==> config.mk <==
export PLATFORM = sky130hd
export DESIGN_NAME = pu_loader
export DESIGN_NICKNAME = d
export VERILOG_FILES = /design/src/rtl/pu_loader_pkg.sv /design/src/rtl/pu_lane_shift.sv /design/src/rtl/pu_loader.sv
export SDC_FILE = /design/constraint.sdc
export NUM_CORES = 1
export LEC_CHECK = 0
export ABC_AREA = 1
export CORE_MARGIN = 1.5
export CORE_UTILIZATION = 43
export DETAILED_ROUTE_END_ITERATION = 6
export GPL_TIMING_DRIVEN = 0
export HOLD_SLACK_MARGIN = 0.05
export PLACE_DENSITY_LB_ADDON = 0.2
export SLEW_MARGIN = 20
export SYNTH_ARGS = -nofsm -noshare
export SYNTH_HDL_FRONTEND = slang
export SYNTH_SLANG_ARGS = --single-unit
==> constraint.sdc <==
create_clock -name clk -period 3.2 [get_ports clk]
set_input_delay 0.64 -clock clk [delete_from_list [all_inputs] [get_ports clk]]
set_output_delay 0.64 -clock clk [all_outputs]
set_load 0.01 [all_outputs]
==> src/rtl/pu_loader_pkg.sv <==
// Shared definitions for pu_loader: state encoding, lane count and processing-unit latency.
package pu_loader_pkg;

    localparam int unsigned LANES      = 4;
    localparam int unsigned PU_LATENCY = 2;
    localparam int unsigned XLEN_DEF   = 5;

    localparam int unsigned STATE_W = 3;
    localparam int unsigned CNT_W   = 2;
    localparam int unsigned WCNT_W  = 2;

    localparam logic [STATE_W-1:0] ST_COLLECT = 3'd0;
    localparam logic [STATE_W-1:0] ST_ISSUE   = 3'd1;
    localparam logic [STATE_W-1:0] ST_WAIT    = 3'd2;
    localparam logic [STATE_W-1:0] ST_CAPTURE = 3'd3;
    localparam logic [STATE_W-1:0] ST_OUT     = 3'd4;

    // True when the word being accepted completes the frame.
    function automatic logic last_word(input logic [CNT_W-1:0] cnt);
        return cnt == CNT_W'(LANES - 1);
    endfunction

endpackage

==> src/rtl/pu_lane_shift.sv <==
// Four operand lane registers for the processing unit, written one at a time by word index.
module pu_lane_shift
    import pu_loader_pkg::*;
#(
    parameter int unsigned XLEN = XLEN_DEF
) (
    input  logic             clk,
    input  logic             rst,
    input  logic             wr_en,
    input  logic [CNT_W-1:0] wr_sel,
    input  logic [XLEN-1:0]  wr_data,
    output logic [XLEN-1:0]  num1,
    output logic [XLEN-1:0]  num2,
    output logic [XLEN-1:0]  num3,
    output logic [XLEN-1:0]  num4
);

    logic [XLEN-1:0] lanes [LANES];

    // Lanes keep their contents until overwritten; only reset clears them.
    always_ff @(posedge clk or posedge rst) begin
        if (rst) begin
            for (int i = 0; i < int'(LANES); i++) begin
                lanes[i] <= '0;
            end
        end else if (wr_en) begin
            lanes[wr_sel] <= wr_data;
        end
    end

    assign num1 = lanes[0];
    assign num2 = lanes[1];
    assign num3 = lanes[2];
    assign num4 = lanes[3];

endmodule

==> src/rtl/pu_loader.sv <==
// Frame loader for a 4-input processing unit: collects four words, issues them, captures the result.
// Optional PU_LOADER_FRAME_CNT_EN adds an 8-bit count of completed output handshakes.
module pu_loader
    import pu_loader_pkg::*;
#(
    parameter int unsigned XLEN = XLEN_DEF
) (
`ifdef PU_LOADER_FRAME_CNT_EN
    output logic [7:0]      frame_cnt,
`endif
    input  logic            clk,
    input  logic            rst,
    input  logic            in_valid,
    input  logic [XLEN-1:0] in_data,
    output logic            in_ready,
    input  logic            flush,
    output logic [XLEN-1:0] num1,
    output logic [XLEN-1:0] num2,
    output logic [XLEN-1:0] num3,
    output logic [XLEN-1:0] num4,
    output logic            lane_valid,
    input  logic [XLEN-1:0] res_in,
    output logic            out_valid,
    output logic [XLEN-1:0] out_data,
    input  logic            out_ready
);

    logic [STATE_W-1:0] state, state_nx;
    logic [CNT_W-1:0]   cnt, cnt_nx;
    logic [WCNT_W-1:0]  wait_cnt, wait_cnt_nx;
    logic               out_valid_nx;
    logic [XLEN-1:0]    out_data_nx;
    logic               lane_wr;
    logic               frame_done;

    // State and datapath registers.
    always_ff @(posedge clk or posedge rst) begin
        if (rst) begin
            state      <= ST_COLLECT;
            cnt        <= '0;
            wait_cnt   <= '0;
            out_valid  <= 1'b0;
            out_data   <= '0;
            lane_valid <= 1'b0;
        end else begin
            state      <= state_nx;
            cnt        <= cnt_nx;
            wait_cnt   <= wait_cnt_nx;
            out_valid  <= out_valid_nx;
            out_data   <= out_data_nx;
            lane_valid <= (state_nx == ST_ISSUE);
        end
    end

    // Next-state logic; flush overrides every handshake.
    always_comb begin
        state_nx     = state;
        cnt_nx       = cnt;
        wait_cnt_nx  = wait_cnt;
        out_valid_nx = out_valid;
        out_data_nx  = out_data;
        in_ready     = 1'b0;
        lane_wr      = 1'b0;
        frame_done   = 1'b0;

        if (flush) begin
            state_nx     = ST_COLLECT;
            cnt_nx       = '0;
            out_valid_nx = 1'b0;
        end else begin
            case (state)
                ST_COLLECT: begin
                    in_ready = 1'b1;
                    if (in_valid) begin
                        lane_wr = 1'b1;
                        cnt_nx  = cnt + CNT_W'(1);
                        if (last_word(cnt)) begin
                            state_nx = ST_ISSUE;
                        end
                    end
                end
                ST_ISSUE: begin
                    // Extra WAIT cycles beyond one cover deeper processing units.
                    wait_cnt_nx = WCNT_W'(PU_LATENCY - 2);
                    state_nx    = ST_WAIT;
                end
                ST_WAIT: begin
                    if (wait_cnt == '0) begin
                        state_nx = ST_CAPTURE;
                    end else begin
                        wait_cnt_nx = wait_cnt - WCNT_W'(1);
                    end
                end
                ST_CAPTURE: begin
                    out_data_nx  = res_in;
                    out_valid_nx = 1'b1;
                    state_nx     = ST_OUT;
                end
                ST_OUT: begin
                    if (out_ready) begin
                        out_valid_nx = 1'b0;
                        frame_done   = 1'b1;
                        state_nx     = ST_COLLECT;
                    end
                end
                default: begin
                    state_nx = ST_COLLECT;
                    cnt_nx   = '0;
                end
            endcase
        end
    end

    pu_lane_shift #(
        .XLEN (XLEN)
    ) u_lanes (
        .clk     (clk),
        .rst     (rst),
        .wr_en   (lane_wr),
        .wr_sel  (cnt),
        .wr_data (in_data),
        .num1    (num1),
        .num2    (num2),
        .num3    (num3),
        .num4    (num4)
    );

`ifdef PU_LOADER_FRAME_CNT_EN
    // Completed output handshakes; flush cannot complete one, so it never counts.
    always_ff @(posedge clk or posedge rst) begin
        if (rst) begin
            frame_cnt <= '0;
        end else if (frame_done) begin
            frame_cnt <= frame_cnt + 8'(1);
        end
    end
`else
    logic unused_frame_done;
    assign unused_frame_done = frame_done;
`endif

endmodule

==> results.sh, run 1 <==
export IMPL_hold_path_endpoint="u_lanes.num1[3]"
export IMPL_worstHoldPathCells=2
export IMPL_mostFrequentLayoutCell="nand2_1"
export IMPL_cts_buffer_depth=2
export IMPL_fp_row_count=21
export IMPL_design_power_total_mw=1.31
export IMPL_area_delta_synth_final_pct=35.4
export IMPL_drtAntennaViolNets=0
export IMPL_stdcell_count=273
export IMPL_p_leak_nw=1.12
export IMPL_worstHoldStart="u_lanes.num1[3]"
export IMPL_max_freq_mhz=374
export IMPL_wire_per_inst_um=12.0
export IMPL_synth_mux_area_share_pct=0
export IMPL_max_cap_viol_count=0
export IMPL_synth_edf_count=0
export IMPL_maxSlewViolCount=0
export IMPL_clockPowerShare_pct=23.3
export IMPL_r2r_start="state[1]"
export IMPL_p_seq_share_pct=45.0
export IMPL_setup_violations=0
export IMPL_synth_xor_xnor_area_share_pct=0
export IMPL_dieArea_mm2=0.00402
export IMPL_layout_common_cells="nand2_1, clkdlybuf4s50_1, dfrtp_1, inv_1, o21ai_0"
export IMPL_nFillCells=315
export IMPL_async_flop_share_pct=100
export IMPL_port_buffers=42
export IMPL_drtIter0Drc=52
export IMPL_vias=1305
export IMPL_ctsRootBufferMaster="clkbuf_4"
export IMPL_vdd_ir_drop_worst_mv=0.320
export IMPL_ctsResizeCount=0
export IMPL_powerDensity_mw_per_mm2=615
export IMPL_grt_pass1_vias=1306
export IMPL_arrival_ns=2.04
export IMPL_synth_top_family_by_area="simple AND/OR/NAND/NOR gates"
export IMPL_htree_levels=2
export IMPL_synth_compound_area_share_pct=3.19
export IMPL_use_met2_pct=30.4
export IMPL_grt_total_usage_pct=18.6
export IMPL_ys_ff_latch=34
export IMPL_reg2reg_slack_ns=1.87
export IMPL_ioPinCount=43
export IMPL_netlist_area_mm2=0.00157
export IMPL_grt_util_met1_pct=23.3
export IMPL_antenna_found_initial=0
export IMPL_power_frac_comb_pct=31.7
export IMPL_ys_types=19
export IMPL_cts_tree="done"
export IMPL_avgSynthCellArea_um2=8.86
export IMPL_fin_util_pct=62.2
export IMPL_switching_share_pct=29.4
export IMPL_synthSimpleGateAreaFrac_pct=32.8
export IMPL_hold_path_class="flip-flop to flip-flop"
export IMPL_power_switching_uw=385
export IMPL_viasPerCell=4.78
export IMPL_slew_headroom_pct=54.0
export IMPL_reg2reg_to="u_lanes.num1[4]"
export IMPL_hold_viol=0
export IMPL_initial_core_util_pct=45.9
export IMPL_yosysSeqAreaShare_pct=54.2
export IMPL_insertion_delay_ns=0.33
export IMPL_overflow=0
export IMPL_die_w_um=63.4
export IMPL_die_h_um=63.4
export IMPL_synth_ff_type="dfrtp_1"
export IMPL_whs_ns=0.480
export IMPL_post_route_min_period_ns=2.68
export IMPL_cts_reportedPaths_clkPinSlew_ns=0.11
export IMPL_cts_buffers_inserted=5
export IMPL_wl_um=3280
export IMPL_dp_cells=265
export IMPL_skew_ns=0.00820
export IMPL_grt_max_degree=35
export IMPL_worstPathRequired_ns=2.56
export IMPL_hpwl_um=2500
export IMPL_critical_path_class="input pin to output pin"
export IMPL_tightest_slew_ns=0.689
export IMPL_drc_errors=0
export IMPL_gp_congestion=0.842
export IMPL_cts_setup_buffers=0
export IMPL_tns_ns=0
export IMPL_synthCells=177
export IMPL_final_layout_size_suffix_gt1_share_pct=11.5
export IMPL_synth_nets=197
export IMPL_core_area_mm2=0.00342
export IMPL_diodes=0
export IMPL_drt_pass1_iter_count=4
export IMPL_status="complete, no violations"
export IMPL_end_kind="output pin"
export IMPL_fin_crit_sh_pct=83.7
export IMPL_yosysWarnings=0
export IMPL_intPower_uw=922
export IMPL_clock_sinks=34
export IMPL_cp_max_fo=7
export IMPL_busiest_layer="met2"
export IMPL_fin_nets=246
export IMPL_reg2reg_depth=6
export IMPL_rsz0062_at_grt="no"
export IMPL_grt_pass1_wl_um=5780
export IMPL_holdBufCountCts=0
export IMPL_synth_fa_ha_area_share_pct=3.99
export IMPL_grtUsageMet3_pct=6.43
export IMPL_worst_setup_path_start_kind="input pin"
-- area by class of cell --
cell class | count | area [µm²] | area share (%)
clock inverters | 3 | 40.0 | 1.88
plain buffers | 1 | 11.3 | 0.530
repair buffers | 42 | 420 | 19.8
well taps | 46 | 57.6 | 2.71
multi-input cells | 122 | 627 | 29.5
flip-flops and latches | 34 | 851 | 40.0
clock buffers | 5 | 37.5 | 1.77
inverters | 20 | 80.1 | 3.77
-- critical path: stages --
cell and delay (ns):
clkdlybuf4s50_1 0.60, nor2_4 0.24, clkdlybuf4s50_1 0.56
-- synthesized netlist by cell type (2+ instances only) --
library cell	count	area, µm²
nand4_2	2	25.0
ha_1	5	62.6
nand4_1	3	18.8
nand2_1	79	297
nor2_4	3	33.8
dfrtp_1	34	851
nand2_4	4	45.0
nand3_1	6	30.0
o21ai_0	9	45.0
inv_1	18	67.6
nor2_1	4	15.0
nor2_2	3	18.8
-- per-layer routing --
layer	share of wire [%]	vias up
li1	-	647
met1	43	620
met2	50	36
met3	6.3	2
met4	0.64	0
met5	0	-
-- worst max-delay path by stage --
stage,to,from,cells after the start,slack (ns)
4_1_cts,in_ready,flush,3,0.51
6_report,in_ready,flush,3,0.52
3_3_place_gp,in_ready,flush,3,0.52
3_5_place_dp,in_ready,flush,3,0.52
2_1_floorplan,in_ready,state[0],3,1.72
5_1_grt,in_ready,flush,3,0.49
-- logic make-up (layout without fill, tap and decap cells) --
kind of cell               Yosys count  in the layout
DFF                                 34             34
adders and majority gates            5              5
and+or+nand+nor                    107            107
AOI/OAI and AO/OA                   10             10
buffers and inverters               21             71
-- flip-flops by register name, indices dropped and copies added, names as in the netlist --
signal / flops
out_data: 5
u_lanes.num1: 5
u_lanes.num2: 5
u_lanes.num3: 5
u_lanes.num4: 5
state: 3
cnt: 2
wait_cnt: 2
lane_valid: 1
out_valid: 1
-- power by group through the flow --
stage	clock network, mW	registers, mW	logic (mW)
after floorplan	0	0.637	0.128
after global placement	0	0.591	0.410
after detailed placement	0	0.595	0.420
after CTS	0.312	0.588	0.421
after global routing	0.337	0.599	0.455
final	0.305	0.587	0.414
-- metrics by stage --
step                      area [µm²]  setup slack [ns]
after floorplan                 1570              1.72
after global placement          2050             0.522
after detailed placement        2050             0.516
after CTS                       2120             0.513
after global routing            2120             0.487
final                           2120             0.523
Power figures use the tool's default switching activity.
==> run 2, diff against run 1 <==
==> constraint.sdc (replaced) <==
create_clock -name clk -period 2.6 [get_ports clk]
set_input_delay 0.52 -clock clk [delete_from_list [all_inputs] [get_ports clk]]
set_output_delay 0.52 -clock clk [all_outputs]
set_load 0.01 [all_outputs]
==> results of run 2 <==
The final DEF is identical to that of run 1. Status: complete, no violations.
Among the figures that moved: setup slack after placement 0.516 ns -> 0.156 ns; setup slack after layout 0.523 ns -> 0.163 ns; register-to-register setup slack 1.87 ns -> 1.27 ns; total power 1.31 mW -> 1.61 mW; worst IR drop on VDD 0.320 mV -> 0.394 mV
